--- config.mk ---
export PLATFORM = sky130hd
export DESIGN_NAME = v_lsu_ctrl
export DESIGN_NICKNAME = d
export VERILOG_FILES = /design/src/rtl/v_lsu_ctrl.sv
export SDC_FILE = /design/constraint.sdc
export NUM_CORES = 1
export LEC_CHECK = 0
export BUFFER_PORTS_ARGS = -buffer_cell sky130_fd_sc_hd__buf_4
export CORE_AREA = 2 2 479 481
export DETAILED_ROUTE_END_ITERATION = 8
export DIE_AREA = 0 0 481 483
export HOLD_SLACK_MARGIN = 0.12
export PLACE_DENSITY = 0.3
export SLEW_MARGIN = 20
export SYNTH_ARGS = -nofsm -noshare
export SYNTH_HDL_FRONTEND = slang
export SYNTH_SLANG_ARGS = --single-unit
--- constraint.sdc ---
create_clock -name clk -period 6.9 [get_ports clk]
set_input_delay 1.38 -clock clk [delete_from_list [all_inputs] [get_ports clk]]
set_output_delay 1.38 -clock clk [all_outputs]
set_load 0.005 [all_outputs]
--- src/rtl/v_lsu_ctrl.sv ---
// Vector load/store sequencer: splits one whole-register unit-stride command into VLEN-wide beats between v_mem and the VRF.
// Latency: 2*nreg+1 cycles from the cycle after acceptance up to and including the done_o pulse.
// Backpressure: req_ready_o is high only in IDLE; one command in flight, request inputs ignored while busy.
module v_lsu_ctrl #(
   parameter int VLEN    = 256,
   parameter int VADDR_W = 64,
   parameter int VIDX_W  = 5
) (
   input  logic               clk,
   input  logic               rst,
   input  logic               req_valid_i,
   output logic               req_ready_o,
   input  logic               req_is_load_i,
   input  logic [VADDR_W-1:0] req_addr_i,
   input  logic [VIDX_W-1:0]  req_vreg_i,
   input  logic [3:0]         req_nreg_i,
   output logic               done_o,
   output logic               busy_o,
   output logic               vmem_r_ena_o,
   output logic [VADDR_W-1:0] vmem_r_addr_o,
   input  logic [VLEN-1:0]    vmem_r_data_i,
   output logic               vmem_w_ena_o,
   output logic [VADDR_W-1:0] vmem_w_addr_o,
   output logic [VLEN-1:0]    vmem_w_data_o,
   output logic               vrf_r_ena_o,
   output logic [VIDX_W-1:0]  vrf_r_idx_o,
   input  logic [VLEN-1:0]    vrf_r_data_i,
   output logic               vrf_w_ena_o,
   output logic [VIDX_W-1:0]  vrf_w_idx_o,
   output logic [VLEN-1:0]    vrf_w_data_o
);

   localparam int BEAT_BYTES = VLEN / 8;

   typedef enum logic [2:0] {
      S_IDLE,
      S_LD_REQ,
      S_LD_WB,
      S_ST_RD,
      S_ST_WR,
      S_DONE
   } state_t;

   state_t             state_q, state_d;
   logic [2:0]         beat_q, beat_d;
   logic [2:0]         last_q;
   logic [VADDR_W-1:0] addr_q;
   logic [VIDX_W-1:0]  vreg_q;
   logic               accept;
   logic [VADDR_W-1:0] beat_addr;
   logic [VIDX_W-1:0]  beat_idx;

   assign accept = (state_q == S_IDLE) && req_valid_i;

   // Both sums wrap naturally at their own width (address space and 32-entry register file).
   assign beat_addr = addr_q + VADDR_W'(beat_q) * VADDR_W'(BEAT_BYTES);
   assign beat_idx  = vreg_q + VIDX_W'(beat_q);

   // State, beat counter and latched command; an out-of-range group size collapses to one beat.
   always_ff @(posedge clk) begin
      if (!rst) begin
         state_q <= S_IDLE;
         beat_q  <= '0;
         last_q  <= '0;
         addr_q  <= '0;
         vreg_q  <= '0;
      end else begin
         state_q <= state_d;
         beat_q  <= beat_d;
         if (accept) begin
            addr_q <= req_addr_i;
            vreg_q <= req_vreg_i;
            if (req_nreg_i == 4'd0 || req_nreg_i > 4'd8) begin
               last_q <= 3'd0;
            end else begin
               last_q <= 3'(req_nreg_i - 4'd1);
            end
         end
      end
   end

   // Next state and all port outputs; every address/index/data output is zero outside its enable.
   always_comb begin
      state_d       = state_q;
      beat_d        = beat_q;
      req_ready_o   = 1'b0;
      busy_o        = 1'b1;
      done_o        = 1'b0;
      vmem_r_ena_o  = 1'b0;
      vmem_r_addr_o = '0;
      vmem_w_ena_o  = 1'b0;
      vmem_w_addr_o = '0;
      vmem_w_data_o = '0;
      vrf_r_ena_o   = 1'b0;
      vrf_r_idx_o   = '0;
      vrf_w_ena_o   = 1'b0;
      vrf_w_idx_o   = '0;
      vrf_w_data_o  = '0;
      case (state_q)
         S_IDLE: begin
            req_ready_o = 1'b1;
            busy_o      = 1'b0;
            if (req_valid_i) begin
               beat_d  = '0;
               state_d = req_is_load_i ? S_LD_REQ : S_ST_RD;
            end
         end
         S_LD_REQ: begin
            vmem_r_ena_o  = 1'b1;
            vmem_r_addr_o = beat_addr;
            state_d       = S_LD_WB;
         end
         S_LD_WB: begin
            vrf_w_ena_o  = 1'b1;
            vrf_w_idx_o  = beat_idx;
            vrf_w_data_o = vmem_r_data_i;
            if (beat_q == last_q) begin
               state_d = S_DONE;
            end else begin
               beat_d  = beat_q + 3'd1;
               state_d = S_LD_REQ;
            end
         end
         S_ST_RD: begin
            vrf_r_ena_o = 1'b1;
            vrf_r_idx_o = beat_idx;
            state_d     = S_ST_WR;
         end
         S_ST_WR: begin
            vmem_w_ena_o  = 1'b1;
            vmem_w_addr_o = beat_addr;
            vmem_w_data_o = vrf_r_data_i;
            if (beat_q == last_q) begin
               state_d = S_DONE;
            end else begin
               beat_d  = beat_q + 3'd1;
               state_d = S_ST_RD;
            end
         end
         S_DONE: begin
            done_o  = 1'b1;
            beat_d  = '0;
            state_d = S_IDLE;
         end
         default: begin
            state_d = S_IDLE;
         end
      endcase
   end

endmodule

==> metrics.cfg <==
[outcome]
outcome = complete, no violations

[clock_network]
cts_tree = yes
clkSinkCount = 78
insertion_delay_ns = 0.42
htree_levels = 3
post-cts-setup-buffer-count = 0
holdBufCountCts = 0
clock-root-buffer = clkbuf_16
cts_resized = 0
numCtsBuffers = 9
clkTransAtPathRegs_ns = 0.08
clockBufferDepth = 2

[floorplan]
initial_core_util = 0.0369
die_height_um = 483
chipWidth_um = 481
fp-row-count = 175
pin_count = 1246
die_area_um2 = 232000
coreArea_um2 = 227000

[placement]
place.gp.congestion = 1.04
portBuffers = 1245
place_hpwl_mm = 192
dpl_cell_area_um2 = 21200

[critical_path]
crit_path_max_incr_delay_ns = 0.55
end_kind = primary output
cp_top_family = simple AND/OR/NAND/NOR gates
crit_type = flop to primary output
path_cells = ha_1, inv_1, fa_1, nor2b_1, o211ai_1, buf_4, or3_1, or3_1, a21oi_1, buf_4
critPathRequiredTime_ns = 5.52
cp.arrival_ns = 3.64
cp_slowest_cell = or3_1
cp_num_buf_inv = 3
crit_path_start_kind = flop
crit_fanout = 19

[sta]
clock.fmax_mhz = 199
grt_setup_unrepaired = no
hold_violations = 0
tightest_slew_ns = 1.05
relSlewSlack = 0.303
finalCritPeriodShare = 0.727
period_minus_slack_ns = 5.02
setup-tns-final_ns = 0
setup_viol = 0
drv_slew = 0
finClkSkew_ns = 0.00806

[detailed_routing]
drtIter0Drc = 937
top_layer = met5
wl_per_cell_um = 37.5
ant_nets = 0
routed_wl_mm = 207
dr.pass1.iters = 5
met2WireLength_mm = 101
vias = 15373
wl_met3_mm = 28.3
drc = 0
wl_met1_mm = 70.4
avgViaCountPerCell = 2.79

[synthesis]
synth_area_um2 = 8380
synth_area_leaders = and2_1, dfxtp_1, nand2_1, a21oi_1, nor2_1
yosys_most_used_dff = dfxtp_1
yosysUniqueCellTypes = 43
synth_nets = 1907
synth_common_cells = and2_1, nand2_1, nor2_1
synth.largest_area_cell = and2_1
async_reset_ff_frac = 0
syn_area_per_cell_um2 = 6.41
yosysMostFrequentCell = and2_1
netlist.area_leader.share = 0.396
ys_ff_latch = 78
seq_area_frac_synth = 0.186
ys_warn_count = 0
synth-edff-count = 0
syn_inst = 1307

[global_routing]
grt_pass1_vias = 14509
grt_usage = 0.171
grt_first_pass_wirelength_mm = 239
grt_max_degree = 188
antenna_found_initial = 265
overflow = 0

[worst_hold_path]
holdCritPathClass = flop to flop

[cells_and_area]
fin_nets = 3063
multi_input_area_um2 = 6340
postLayoutCoreUtil = 0.0951
n_fill_cell = 26816
regArea_um2 = 1560
fin_area_um2 = 21600
drive_above_1_share = 0.520
syn2layout_area_growth_pct = 157

[power]
ir_worst_vdd_v = 0.000114
powerDensity_nw_per_um2 = 111
cellLeakagePower_nw = 9.59
total_power_w = 0.00239

[run]
cap_violations = 0

## tightest hold or removal path: cells and delay by family (launching register included)
family	cells	cell delay (ns)
AOI/OAI and AO/OA	1	0.05
DFF	1	0.32
and+or+nand+nor	1	0.05
## cell usage in the layout, fill, tap and decap left out, types with 5 or more instances in the layout
| cell | Yosys | layout |
|---|---|---|
| nand4_1 | 12 | 12 |
| and2_1 | 530 | 529 |
| or3_1 | 11 | 11 |
| nor2_1 | 113 | 113 |
| nand3_1 | 20 | 20 |
| a21oi_1 | 96 | 96 |
| nor2b_1 | 5 | 5 |
| and3_1 | 5 | 5 |
| nor3_1 | 14 | 13 |
| o21ai_0 | 11 | 11 |
| nor4_1 | 17 | 17 |
| ha_1 | 9 | 9 |
| inv_1 | 19 | 17 |
| diode_2 | 0 | 33 |
| xnor2_1 | 46 | 46 |
| and4_1 | 12 | 12 |
| buf_4 | 0 | 1254 |
| xor2_1 | 9 | 9 |
| nand2_1 | 161 | 160 |
| clkbuf_16 | 0 | 9 |
| dfxtp_1 | 78 | 78 |
## path summary, 6_finish.rpt
| kind | start | to | slack (ns) | depth (start not counted) |
|---|---|---|---|---|
| worst min register to register | vreg_q[4] | vreg_q[4] | 0.47 | 2 |
| worst min-delay path | vreg_q[4] | vreg_q[4] | 0.47 | 2 |
| worst max-delay path | beat_q[0] | vmem_w_addr_o[57] | 1.88 | 10 |
| worst max register to register | state_q[2] | addr_q[14] | 4.16 | 5 |
## flip-flops by register name, indices dropped and copies added (netlist names)
name / count
addr_q: 64
beat_q: 3
last_q: 3
state_q: 3
vreg_q: 5
## layout make-up
type / instances / area share
Clock inverter: 6 / 0.00325
Multi-Input combinational cell: 1099 / 0.294
Sequential cell: 78 / 0.0724
Inverter: 20 / 0.00412
Antenna cell: 33 / 0.00383
Tap cell: 3009 / 0.175
Clock buffer: 10 / 0.0106
Timing Repair Buffer: 1255 / 0.437
## through the flow
step	setup slack, ns	cells	hold WS [ns]
floorplan	3.01	1307	0.440
global placement	2.24	5461	0.464
finish	1.88	5510	0.473
global route	1.74	5489	0.487
CTS	1.82	5477	0.475
detailed placement	2.34	5461	0.459
## report_power, final
group          switching, W  total (W)  leakage (nW)  internal, W
combinational      0.000703    0.00127          8.81     0.000567
sequential        0.0000561   0.000544         0.639     0.000488
clock              0.000294   0.000578         0.136     0.000284
## kinds of logic (layout without fill, tap and decap cells)
group | after synthesis | in the layout | share of synthesized area
multiplexers | 1 | 1 | 0.00119
adder cells (fa/ha/maj) | 11 | 11 | 0.0182
other | 0 | 33 | 0
flip-flops | 78 | 78 | 0.186
AO/OA/AOI/OAI | 118 | 118 | 0.0742
AND/OR/NAND/NOR | 914 | 914 | 0.603
buffers and inverters | 130 | 1291 | 0.0594
XOR/XNOR | 55 | 55 | 0.0575
## per-layer routing
layer / GRT usage / vias to the layer above
met5: 0.00704 / -
met4: 0.0395 / 66
met3: 0.0991 / 450
met2: 0.303 / 1240
met1: 0.170 / 7158
li1: - / 6459
Power figures use the tool's default switching activity.
